[src/rtl/pwl_activation_pipe.sv]
// pwl_activation_pipe: 3-stage piecewise-linear sigmoid/tanh unit with valid/ready on both sides.
// Optional segment-index output o_seg is enabled by defining PWL_SEG_OUT_EN.
module pwl_activation_pipe #(
   parameter int WIDTH = 32,
   parameter int FRAC  = 24
) (
   input  logic             clk,
   input  logic             rst,
   input  logic [WIDTH-1:0] i_data,
   input  logic             i_mode,
   input  logic             i_valid,
   output logic             o_ready,
   output logic [WIDTH-1:0] o_data,
   output logic             o_valid,
`ifdef PWL_SEG_OUT_EN
   output logic [2:0]       o_seg,
`endif
   input  logic             i_ready
);
   localparam logic [WIDTH-1:0] ONE   = {{(WIDTH-1){1'b0}}, 1'b1} << FRAC;
   localparam logic [WIDTH-1:0] TWO   = ONE << 1;
   localparam logic [WIDTH-1:0] THREE = ONE + TWO;
   localparam logic [WIDTH-1:0] FOUR  = ONE << 2;
   localparam logic [WIDTH-1:0] SIX   = FOUR + TWO;
   localparam logic [WIDTH-1:0] C0    = ONE >> 1;
   localparam logic [WIDTH-1:0] C1    = C0 + (ONE >> 3);
   localparam logic [WIDTH-1:0] C2    = C0 + (ONE >> 2);
   localparam logic [WIDTH-1:0] C3    = C2 + (ONE >> 4) + (ONE >> 5);
   localparam logic [WIDTH-1:0] C4    = C2 + (ONE >> 3) + (ONE >> 5);

   logic             en;
   logic             v1_q, v1_d, neg1_q, neg1_d, mode1_q, mode1_d;
   logic [WIDTH-1:0] a1_q, a1_d;
   logic             v2_q, v2_d, neg2_q, neg2_d, mode2_q, mode2_d;
   logic [WIDTH-1:0] s2_q, s2_d;
   logic [2:0]       seg2_q, seg2_d;
   logic             v3_q, v3_d;
   logic [WIDTH-1:0] y3_q, y3_d;
   logic [WIDTH-1:0] abs_x, s_n, t_n, y_n;
   logic [2:0]       seg_n;
   logic             sat;

   assign en      = !v3_q || i_ready;
   assign o_ready = en;
   assign o_valid = v3_q;
   assign o_data  = y3_q;

   // Stage 1: magnitude, tanh pre-scale; -2^(W-1) and tanh shift overflow become an all-ones (saturating) operand
   always_comb begin
      abs_x   = i_data[WIDTH-1] ? -i_data : i_data;
      sat     = abs_x[WIDTH-1] || (i_mode && abs_x[WIDTH-2]);
      v1_d    = en ? i_valid : v1_q;
      neg1_d  = en ? i_data[WIDTH-1] : neg1_q;
      mode1_d = en ? i_mode : mode1_q;
      a1_d    = !en ? a1_q : sat ? '1 : i_mode ? abs_x << 1 : abs_x;
   end

   // Stage 2: segment classification and slope/intercept evaluation
   always_comb begin
      seg_n   = a1_q < ONE ? 3'd0 : a1_q < TWO ? 3'd1 : a1_q < THREE ? 3'd2 :
                a1_q < FOUR ? 3'd3 : a1_q < SIX ? 3'd4 : 3'd7;
      s_n     = seg_n == 3'd0 ? (a1_q >> 2) + C0 :
                seg_n == 3'd1 ? (a1_q >> 3) + C1 :
                seg_n == 3'd2 ? (a1_q >> 4) + C2 :
                seg_n == 3'd3 ? (a1_q >> 5) + C3 :
                seg_n == 3'd4 ? (a1_q >> 6) + C4 : ONE;
      v2_d    = en ? v1_q : v2_q;
      neg2_d  = en ? neg1_q : neg2_q;
      mode2_d = en ? mode1_q : mode2_q;
      s2_d    = en ? s_n : s2_q;
      seg2_d  = en ? seg_n : seg2_q;
   end

   // Stage 3: symmetry for negative inputs, tanh = 2*sigmoid(2x) - 1
   always_comb begin
      t_n  = (s2_q << 1) - ONE;
      y_n  = mode2_q ? (neg2_q ? -t_n : t_n) : (neg2_q ? ONE - s2_q : s2_q);
      v3_d = en ? v2_q : v3_q;
      y3_d = en ? y_n : y3_q;
   end

   // Pipeline registers; everything clears on reset, discarding in-flight samples
   always_ff @(posedge clk) begin
      if (rst) begin
         v1_q    <= 1'b0;
         neg1_q  <= 1'b0;
         mode1_q <= 1'b0;
         a1_q    <= '0;
         v2_q    <= 1'b0;
         neg2_q  <= 1'b0;
         mode2_q <= 1'b0;
         s2_q    <= '0;
         seg2_q  <= '0;
         v3_q    <= 1'b0;
         y3_q    <= '0;
      end else begin
         v1_q    <= v1_d;
         neg1_q  <= neg1_d;
         mode1_q <= mode1_d;
         a1_q    <= a1_d;
         v2_q    <= v2_d;
         neg2_q  <= neg2_d;
         mode2_q <= mode2_d;
         s2_q    <= s2_d;
         seg2_q  <= seg2_d;
         v3_q    <= v3_d;
         y3_q    <= y3_d;
      end
   end

`ifdef PWL_SEG_OUT_EN
   logic [2:0] seg3_q, seg3_d;

   assign o_seg = seg3_q;

   // Segment index travels with the result and holds under stall
   always_comb begin
      seg3_d = en ? seg2_q : seg3_q;
   end

   // Output segment register
   always_ff @(posedge clk) begin
      if (rst) seg3_q <= '0;
      else     seg3_q <= seg3_d;
   end
`else
   logic unused_seg;

   assign unused_seg = ^seg2_q;
`endif
endmodule

[config.mk]
export PLATFORM = sky130hd
export DESIGN_NAME = pwl_activation_pipe
export DESIGN_NICKNAME = d
export VERILOG_FILES = /design/src/rtl/pwl_activation_pipe.sv
export SDC_FILE = /design/constraint.sdc
export NUM_CORES = 1
export LEC_CHECK = 0
export CAP_MARGIN = 20
export CORE_ASPECT_RATIO = 1.25
export CORE_MARGIN = 5
export CORE_UTILIZATION = 30
export CTS_CLUSTER_SIZE = 20
export DETAILED_ROUTE_END_ITERATION = 16
export PLACE_DENSITY = 0.49
export SETUP_SLACK_MARGIN = 0.15
export SYNTH_ARGS = -nofsm -noshare
export SYNTH_HDL_FRONTEND = slang
export SYNTH_SLANG_ARGS = --single-unit
[constraint.sdc]
create_clock -name clk -period 9.1 [get_ports clk]
set_input_delay 1.82 -clock clk [delete_from_list [all_inputs] [get_ports clk]]
set_output_delay 1.82 -clock clk [all_outputs]
set_load 0.02 [all_outputs]
==> metrics.md <==
| Metric | Value |
|---|---|
| Vias per inst | `5.45` |
| Pin count of the biggest net entering global routing | `72` |
| Sw frac | `0.340` |
| Total number of yosys warnings | `0` |
| Clock Sinks | `100` |
| Combinational Power Share | `0.285` |
| Design internal power | `0.000856 W` |
| DRC violation count after routing | `0` |
| Cell count of the worst hold path | `2` |
| Gpl congestion | `0.855` |
| Reg-to-reg startpoint | `a1_q[28]` |
| Final instance count without filler cells | `1194` |
| Arrival time at the worst endpoint | `3.45 ns` |
| Global-route wire length before repair | `31900 um` |
| All-Layer GR Usage | `0.142` |
| Static Leak | `2.79 nW` |
| Number of flip-flops and latches in the synthesized netlist | `100` |
| Final-report max-slew violation count | `0` |
| Run status | `finished clean` |
| Number of antenna diodes | `0` |
| RSZ-0062 raised after global routing | `false` |
| Number of top-level pins | `slightly above 70` |
| Ys async rst share | `0` |
| Placed wire-length estimate | `about 14000 um` |
| Nets@finish | `approximately 950` |
| Number of gates resized after cts | `0` |
| Number of cell instances on the worst register-to-register path | `7` |
| Setup crit end | `o_ready` |
| Highest clock rate | `approximately 0.19 GHz` |
| Number of enable flip-flop cells after synthesis | `0` |
| Fraction of layout cells with a size suffix above 1 | `0.0728` |
| Category of the most critical setup path | `primary input to output pin` |
| Synth Flop Type | `sky130_fd_sc_hd__dfxtp_1` |
| WP depth | `5` |
| Number of antenna violations at the first check in global routing | `0` |
| Placeable core region | `0.0229 mm2` |
| Leading area contributor after synthesis | `sky130_fd_sc_hd__dfxtp_1` |
| Number of distinct library cell variants in the gate-level netlist after synthesis | `between 60 and 70` |
| Area growth from synthesis to final layout | `16.8%` |
| First-pass iteration count of the detailed router | `5` |
| Final WL | `19000 um` |
| Mean instance size in the synthesized netlist | `7.86 um2` |
| Die area | `0.0263 mm2` |
| Post-CTS setup buffer count | `0` |
| Part of the cycle the worst path needs | `0.579` |
| Overflow left after global routing | `0` |
| Final setup TNS | `0 ns` |
| Crit path capture type | `output pin` |
| VDD IR-drop max | `0.0000630 V` |
| Residual antenna-violating net count after detailed routing | `0` |
| Switching power total | `0.000441 W` |
| Wire length per cell | `roughly 16 um` |
| Clock buffer depth | `2` |
| Endpoint required time on the critical path | `7.28 ns` |
| Time the worst path needs with I/O delays and setup | `5.27 ns` |
| Cell family with the largest share of critical-path delay | `buffers and inverters` |
| Clk Latency, worst-skew pair | `about 0.36 ns` |
| Portion of synthesized cell area occupied by the leading cell type | `0.288` |
| Initial core utilization | `0.304` |
| Number of global-route vias before repair | `6091` |
| Crit start category | `primary input` |
| Largest incremental delay on the critical path | `around 0.56 ns` |
| Iteration-0 DRC count of the detailed router | `approximately 330` |
| Number of hold violations in the final report | `0` |
| Critical-path cell with the highest stage delay | `sky130_fd_sc_hd__clkdlybuf4s50_1` |
| Cell area power density | `~160 mW/mm2` |
| CP bufs+invs | `4` |
| Slew at the pin closest to its max-slew limit | `~1 ns` |
| R2R setup slack | `~5.9 ns` |
| Worst hold path class | `flip-flop to flip-flop` |
| Syn nets | `slightly above 900` |
| Destination of the worst register-to-register timing path | `s2_q[22]` |
| Number of placed instances, taps included | `1178` |
| Clock group share of total power | `0.311` |
| Top cells by area in the synthesized netlist | `sky130_fd_sc_hd__dfxtp_1, sky130_fd_sc_hd__o21ai_0, sky130_fd_sc_hd__xnor2_1` |
| Part of the power in registers | `0.404` |
| Total of endpoints with negative setup slack in the final report | `0` |
| DIE WIDTH | `roughly 150 um` |
| Num CTS Buffers | `9` |
| Die height | `180 um` |
| Via Count | `approximately 6500` |
| Relative slew margins | `0.333` |
| Number of buffers inserted for hold repair after clock tree synthesis | `0` |
| Skew final | `0.00615 ns` |
| TritonCTS clock tree | `built` |
| Number of port buffers | `70` |
| Portion of the post-synthesis area used by sequential elements | `0.288` |
| Placement row count | `62` |
| Clock-pin slew on the worst setup and hold paths | `~0.06 ns` |
| CTS root buffer | `sky130_fd_sc_hd__clkbuf_16` |
| Mapped Cells | `884` |
| Post-synthesis instance area | `around 0.0069 mm2` |
| Critical path origin | `i_ready` |
| H-tree depth | `3` |
| CP Cell Sequence | `clkdlybuf4s50_1 -> nor2b_2 -> buf_4 -> inv_2 -> clkdlybuf4s50_1` |
| Largest fanout of any net on the critical path | `37` |
| Most frequent CP cell | `sky130_fd_sc_hd__clkdlybuf4s50_1` |
| Share of the core filled with cells in the final layout | `0.355` |
| # Max-Cap Violations | `0` |
## layout by cell type (no fill, tap or decap), types with 5 or more instances in the layout
cell type	instances
sky130_fd_sc_hd__a211oi_1	27
sky130_fd_sc_hd__a21oi_1	52
sky130_fd_sc_hd__a31oi_1	10
sky130_fd_sc_hd__buf_4	13
sky130_fd_sc_hd__clkbuf_16	9
sky130_fd_sc_hd__clkdlybuf4s50_1	68
sky130_fd_sc_hd__dfxtp_1	100
sky130_fd_sc_hd__ha_1	14
sky130_fd_sc_hd__inv_1	17
sky130_fd_sc_hd__mux2_2	15
sky130_fd_sc_hd__mux2i_1	22
sky130_fd_sc_hd__nand2_1	86
sky130_fd_sc_hd__nand2b_1	5
sky130_fd_sc_hd__nand3_1	7
sky130_fd_sc_hd__nand3b_1	11
sky130_fd_sc_hd__nand4_1	5
sky130_fd_sc_hd__nor2_1	73
sky130_fd_sc_hd__nor2b_1	5
sky130_fd_sc_hd__nor3_1	8
sky130_fd_sc_hd__nor3b_1	5
sky130_fd_sc_hd__nor4_1	12
sky130_fd_sc_hd__o21ai_0	77
sky130_fd_sc_hd__o221ai_1	30
sky130_fd_sc_hd__o22ai_1	7
sky130_fd_sc_hd__o2bb2ai_1	19
sky130_fd_sc_hd__o31ai_1	11
sky130_fd_sc_hd__o41ai_1	13
sky130_fd_sc_hd__or3_1	12
sky130_fd_sc_hd__or4_1	12
sky130_fd_sc_hd__xnor2_1	37
sky130_fd_sc_hd__xor2_1	35
## kinds of logic after synthesis
family	count (synthesis)	synth area share
AOI/OAI and AO/OA	303	0.301
buffers and inverters	98	0.0562
xor gates and xnor gates	72	0.0908
DFF	100	0.288
adders and majority gates	14	0.0252
and+or+nand+nor	260	0.182
muxes	37	0.0560
## layer usage
layer | track usage | part of all wire
met1 | 0.196 | 0.49
met2 | 0.229 | 0.46
met3 | 0.0184 | 0.035
met4 | 0.0493 | 0.014
met5 | 0 | 0
## area by class of cell
class                      instances  area (um2)
fill                            2416       14800
inverter                          20        75.1
tap                              288         360
timing repair buffer              84         800
clock buffer                      11         243
multi-input combinational        686        4570
clock inverter                     5        60.1
sequential                       100        2000
## sequential cells by signal, indices dropped and copies added (netlist names)
register / cells
mode2_q: 1
neg1_q: 1
v1_q: 1
o_valid: 1
v2_q: 1
o_data: 32
mode1_q: 1
s2_q: 31
a1_q: 30
neg2_q: 1
## worst reg2reg max path, delay by kind of cell (launching register included)
family / cells / cell delay, ns
flops: 1 / 0.43
compound gates: 2 / 0.55
buf+inv: 1 / 0.28
simple gates: 4 / 1.85
## power by group through the flow
stage               Sequential [W]  Combinational, W  Clock [W]
floorplan                 0.000529          0.000251          0
finish                    0.000524          0.000370   0.000404
global placement          0.000534          0.000368          0
CTS                       0.000524          0.000371   0.000415
detailed placement        0.000534          0.000369          0
global route              0.000531          0.000409   0.000429
## how the worst min path moves through the flow
stage | start | end | slack (ns)
after floorplan | v1_q | v1_q | 0.43
after global placement | v2_q | v2_q | 0.44
after detailed placement | v1_q | v1_q | 0.44
after CTS | v1_q | v1_q | 0.45
after global routing | v1_q | v1_q | 0.47
final | v1_q | v1_q | 0.45
## synth_stat cells (all sizes together), types with 5 or more instances
cell     count
mux2        15
xnor2       37
xor2        35
inv         18
clkbuf      65
o221ai      30
o41ai       16
o31ai       11
a31oi       10
nand3        7
nor3         9
or3         13
nor2b        6
dfxtp      100
a211oi      28
a21oi       53
nor4        12
nand3b      11
or4         14
o2bb2ai     19
buf         13
ha          14
o21ai       77
mux2i       22
nand4        5
a221oi       5
nand2       86
o22ai        7
nand2b       5
nor2        74
nor3b        5
## metrics by stage
stage	hold slack (ns)	setup slack [ns]	instance area, um2	total power [W]
floorplan	0.432	4.42	6950	0.000781
global placement	0.440	3.81	7800	0.000902
detailed placement	0.445	3.82	7810	0.000903
CTS	0.454	3.82	8110	0.00131
global route	0.475	3.75	8110	0.00137
finish	0.452	3.83	8110	0.00130
Note: power is estimated with default switching activity, not from simulation.
